==> src/rtl/led_pattern_arbiter.sv <==
// Shares one status LED between three blink-pattern requesters (heartbeat, activity, error).
// Fixed priority, non-preemptive: each 8-slot pattern plays fully, then a blank gap, then a done pulse.
module led_pattern_arbiter #(
  parameter int TICK_DIV  = 1500000,
  parameter int GAP_SLOTS = 2
) (
  input  logic       clk,
  input  logic       rst,
  input  logic [2:0] req,
  input  logic [7:0] pat0,
  input  logic [7:0] pat1,
  input  logic [7:0] pat2,
  output logic       led,
  output logic [2:0] grant,
  output logic       busy,
  output logic       done,
  output logic [1:0] dbg_state
);

  localparam int         PW       = $clog2(TICK_DIV);
  localparam logic [PW-1:0] TICK_LAST = PW'(TICK_DIV - 1);
  localparam logic [3:0] GAP_LAST = 4'(GAP_SLOTS - 1);
  localparam bit         HAS_GAP  = (GAP_SLOTS > 0);

  localparam logic [1:0] S_IDLE = 2'd0;
  localparam logic [1:0] S_PLAY = 2'd1;
  localparam logic [1:0] S_GAP  = 2'd2;
  localparam logic [1:0] S_DONE = 2'd3;

  logic [1:0]    state;
  logic [2:0]    pending;
  logic [7:0]    pat_r0, pat_r1, pat_r2;
  logic [PW-1:0] presc;
  logic [2:0]    slot;
  logic [3:0]    gap_cnt;
  logic [7:0]    shreg;

  logic [2:0] sel_oh;
  logic [7:0] sel_pat;
  logic [2:0] clr_mask;
  logic       tick;
  logic       finish;

  assign dbg_state = state;

  // Highest pending index wins; only consulted while idle.
  always_comb begin
    sel_oh  = 3'b000;
    sel_pat = pat_r0;
    if (pending[2]) begin
      sel_oh  = 3'b100;
      sel_pat = pat_r2;
    end else if (pending[1]) begin
      sel_oh  = 3'b010;
      sel_pat = pat_r1;
    end else if (pending[0]) begin
      sel_oh  = 3'b001;
      sel_pat = pat_r0;
    end
  end

  always_comb begin
    clr_mask = (state == S_IDLE) ? sel_oh : 3'b000;
    tick     = (presc == TICK_LAST);
    finish   = tick && (((state == S_PLAY) && (slot == 3'd7) && !HAS_GAP) ||
                        ((state == S_GAP) && (gap_cnt == GAP_LAST)));
  end

  // req is a per-cycle strobe with no back-pressure: every asserted bit is captured
  // that edge, and a capture always wins over the clear of the requester being granted.
  always_ff @(posedge clk) begin
    if (rst) begin
      state   <= S_IDLE;
      pending <= 3'b000;
      pat_r0  <= 8'h00;
      pat_r1  <= 8'h00;
      pat_r2  <= 8'h00;
      presc   <= '0;
      slot    <= 3'd0;
      gap_cnt <= 4'd0;
      shreg   <= 8'h00;
      led     <= 1'b0;
      grant   <= 3'b000;
      busy    <= 1'b0;
      done    <= 1'b0;
    end else begin
      done    <= 1'b0;
      pending <= (pending & ~clr_mask) | req;
      if (req[0]) pat_r0 <= pat0;
      if (req[1]) pat_r1 <= pat1;
      if (req[2]) pat_r2 <= pat2;

      case (state)
        S_IDLE: begin
          if (|pending) begin
            state <= S_PLAY;
            shreg <= sel_pat;
            grant <= sel_oh;
            presc <= '0;
            slot  <= 3'd0;
            led   <= sel_pat[0];
            busy  <= 1'b1;
          end
        end
        S_PLAY: begin
          if (tick) begin
            presc <= '0;
            slot  <= slot + 3'd1;
            shreg <= {1'b0, shreg[7:1]};
            led   <= shreg[1];
            if (slot == 3'd7 && HAS_GAP) begin
              state   <= S_GAP;
              led     <= 1'b0;
              gap_cnt <= 4'd0;
            end
          end else begin
            presc <= presc + PW'(1);
          end
        end
        S_GAP: begin
          if (tick) begin
            presc   <= '0;
            gap_cnt <= gap_cnt + 4'd1;
          end else begin
            presc <= presc + PW'(1);
          end
        end
        S_DONE: begin
          state <= S_IDLE;
        end
        default: state <= S_IDLE;
      endcase

      // End of pattern (+gap): one-cycle done with everything already released.
      if (finish) begin
        state <= S_DONE;
        done  <= 1'b1;
        grant <= 3'b000;
        busy  <= 1'b0;
        led   <= 1'b0;
      end
    end
  end

endmodule

==> config.mk <==
export PLATFORM = sky130hd
export DESIGN_NAME = led_pattern_arbiter
export DESIGN_NICKNAME = d
export VERILOG_FILES = /design/src/rtl/led_pattern_arbiter.sv
export SDC_FILE = /design/constraint.sdc
export NUM_CORES = 1
export LEC_CHECK = 0
export ABC_CLOCK_PERIOD_IN_PS = 2000
export CELL_PAD_IN_SITES_DETAIL_PLACEMENT = 1
export CELL_PAD_IN_SITES_GLOBAL_PLACEMENT = 1
export CORE_MARGIN = 4
export CORE_UTILIZATION = 30
export DETAILED_ROUTE_END_ITERATION = 7
export GPL_TIMING_DRIVEN = 0
export PLACE_DENSITY_LB_ADDON = 0.1
export SLEW_MARGIN = 20
export SYNTH_ARGS = -nofsm -noshare
export SYNTH_HDL_FRONTEND = slang
export SYNTH_SLANG_ARGS = --single-unit
export TNS_END_PERCENT = 1
==> constraint.sdc <==
create_clock -name clk -period 2 [get_ports clk]
set_input_delay 0.3 -clock clk [delete_from_list [all_inputs] [get_ports clk]]
set_output_delay 0.3 -clock clk [all_outputs]
set_load 0.1 [all_outputs]
==> summary.txt <==
Post-synth top flop: dfxtp_1
CP max FO: 10
critical path class: reg -> reg
DR vias/cell: 4.93
critical path, cell by cell: ha_4, nand4b_4, or3_4, o21ai_4, a21o_1, buf_4, buf_6, nor2_1
clk_lat worst skew: 0.33 ns
Final Core Density: 39.2%
core area: 11000 sq um
total power: 3740 uW
register bit total from synthesis: 70
P&R area growth vs syn: 26.7%
Setup-failing EPs final: 0
DRT iter0 DRCs: 67
Global Route Usage Sum: 14.7%
top-count cell post-synth: dfxtp_1
post-route clock period utilization: 94.9%
unrepaired setup endpoints after global routing: yes
num rows: 38
Reg area: 1420 sq um
gr ovfl total: 0
Post-synth EDFFs: 0
largest net degree at the start of global routing: 12
VDD IR-drop max: 456 uV
ANT nets after route: 0
Die ar.: 13100 sq um
Final HPWL DP: 6600 um
MaxCap Viol Count: 0
Clock Path Buffers: 2
first-pass GRT wire length: 15200 um
H-tree levels: 3
Starting Density: 30.9%
Synth Area per Inst: 9.21 sq um
post-layout minimum cycle time: 1.90 ns
dpl ws: -0.161 ns
Worst Skew: 0.00391 ns
synthesized net count: 407
Mapped Area: 3400 sq um
Root Buffer: clkbuf_16
P per Cell Area: 869 nW/um^2
Final Hold Viols: 0
post-synth top area cell: dfxtp_1
commonest cells in the synthesized netlist: dfxtp_1, nor2_1, mux2i_1
DR vias: 2768
Leakage: 0.00172 uW
Placed Cells: 542
final std cells w/o fill: 562
layout cell share with drive strength beyond 1: 14.5%
I/O Buffers: 33
WP data arrival: 2.12 ns
initial antenna violation count: 0
Worst Hold Class: reg -> reg
Mapped Cells: 369
first drt pass iteration count: 4
Slew Limit Headroom: 33.8%
FILL cells: 1288
I/O pin count: 37
top cell type's share of synthesized area: 41.3%
Distinct cells, synth: 58
CP endpoint kind: flop
Synth Warn #: 0
Total Nets Final: 456
Startpoint Class: flop
clock buffer count from CTS: 9
worst setup margin: 0.102 ns
Least-Margin Pin Slew: 0.998 ns
drt drc: 0
Max Fclk: 527 MHz
area of the multi-input gates: 1920 sq um
die width: 114 um
Required @ worst endpoint: 2.22 ns
CP max-delay cell: or3_4
Seq/Total Area, Yosys: 41.3%
Chip Height: 114 um
Sink Count: 70
Post-Route WL: 8920 um
vias in the first global route: 2917
clk slew on worst S/H paths: 0.06 ns
outcome: complete, no violations
CTS tree: done
CP max stage delay: 0.39 ns
GP Congestion: 0.720
top cells by area, synth: dfxtp_1, mux2i_1, nor2_1
max-slew violations: 0
Synth async-reset ratio: 0%
WL/cell: 15.9 um
diode count: 0
path summary, 6_finish.rpt:
path | end | slack (ns) | depth (start not counted) | startpoint
worst min-delay path | busy$_SDFFE_PP0P_ | 0.46 | 2 | busy$_SDFFE_PP0P_
worst min register to register | busy$_SDFFE_PP0P_ | 0.46 | 2 | busy$_SDFFE_PP0P_
worst max-delay path | presc[15]$_SDFFE_PP0P_ | 0.10 | 8 | presc[0]$_SDFFE_PP0P_
worst max register to register | presc[15]$_SDFFE_PP0P_ | 0.10 | 8 | presc[0]$_SDFFE_PP0P_
timing repair:
item,CTS,global route
hold buffers,0,0
endpoints found under the setup margin,31,24
cloned,0,0
pin swaps,2,7
buffers inserted,0,5
resized for setup,15,18
sequential cells by signal, indices dropped and copies added, names as in the netlist:
name	cells
presc	21
pat_r0	8
pat_r1	8
pat_r2	8
shreg	7
gap_cnt	4
grant	3
pending	3
slot	3
dbg_state	2
busy	1
done	1
led	1
layout make-up:
class / count / area share [%]
Inverter: 13 / 1.13
Buffer: 18 / 2.53
Sequential cell: 70 / 32.9
Clock inverter: 3 / 0.436
Timing Repair Buffer: 38 / 8.31
Clock buffer: 12 / 5.96
Tap cell: 140 / 4.07
Multi-Input combinational cell: 268 / 44.7
stage by stage:
step / hold WS (ns) / instance area [sq um] / TNS (ns)
4_1_cts: 0.474 / 4210 / 0
5_1_grt: 0.511 / 4310 / -0.00849
6_report: 0.464 / 4310 / 0
3_5_place_dp: 0.466 / 3920 / -4.89
3_3_place_gp: 0.457 / 3920 / -3.79
2_1_floorplan: 0.444 / 3420 / 0
routing by layer:
metal / global-route usage [%] / wire [um] / up-vias
met2: 22.9 / 4030 / 33
li1: - / - / 1385
met1: 19.8 / 4500 / 1340
met5: 0 / 0 / -
met4: 4.99 / 132 / 0
met3: 3.86 / 261 / 10
worst max-delay path, delay by kind of cell, from the launching register on:
kind	cells	cell delay, ns
buf+inv	2	0.32
flops	1	0.37
fa+ha+maj	1	0.16
simple gates	3	0.58
compound gates	2	0.35
power by group:
| group | internal (uW) | switching [uW] | leakage (uW) |
|---|---|---|---|
| registers | 1470 | 52.4 | 0.000577 |
| logic | 280 | 441 | 0.00101 |
| clock network | 899 | 596 | 0.000135 |
| total | 2650 | 1090 | 0.00172 |
cells in the final DEF, fill, tap and decap left out, types with 3 or more instances in the layout:
cell	synthesis	layout
a21oi_1	22	20
a311oi_1	6	6
a31oi_1	3	3
buf_1	4	4
buf_2	3	3
buf_4	1	6
buf_6	3	3
clkbuf_1	7	7
clkbuf_16	0	9
clkdlybuf4s50_1	0	25
dfxtp_1	70	62
dfxtp_2	0	6
dlygate4sd2_1	0	8
ha_1	9	7
inv_1	12	9
inv_2	1	4
mux2i_1	39	39
nand2_1	26	26
nand2b_1	6	5
nand3_1	9	9
nand4_1	6	6
nor2_1	63	63
nor3_1	5	5
o21ai_0	15	14
or3_1	3	3
xnor2_1	7	7
xor2_1	10	10
cell families (layout without fill, tap and decap cells):
family | count (synthesis) | count (layout) | share of synthesized area (%)
AND/OR/NAND/NOR | 137 | 137 | 21.5
flip-flops | 70 | 70 | 41.3
multiplexers | 40 | 40 | 11.8
buffers and inverters | 31 | 84 | 4.31
XOR/XNOR | 17 | 17 | 4.38
AO/OA/AOI/OAI | 65 | 65 | 13.4
adder cells (fa/ha/maj) | 9 | 9 | 3.31
Power figures use the tool's default switching activity.
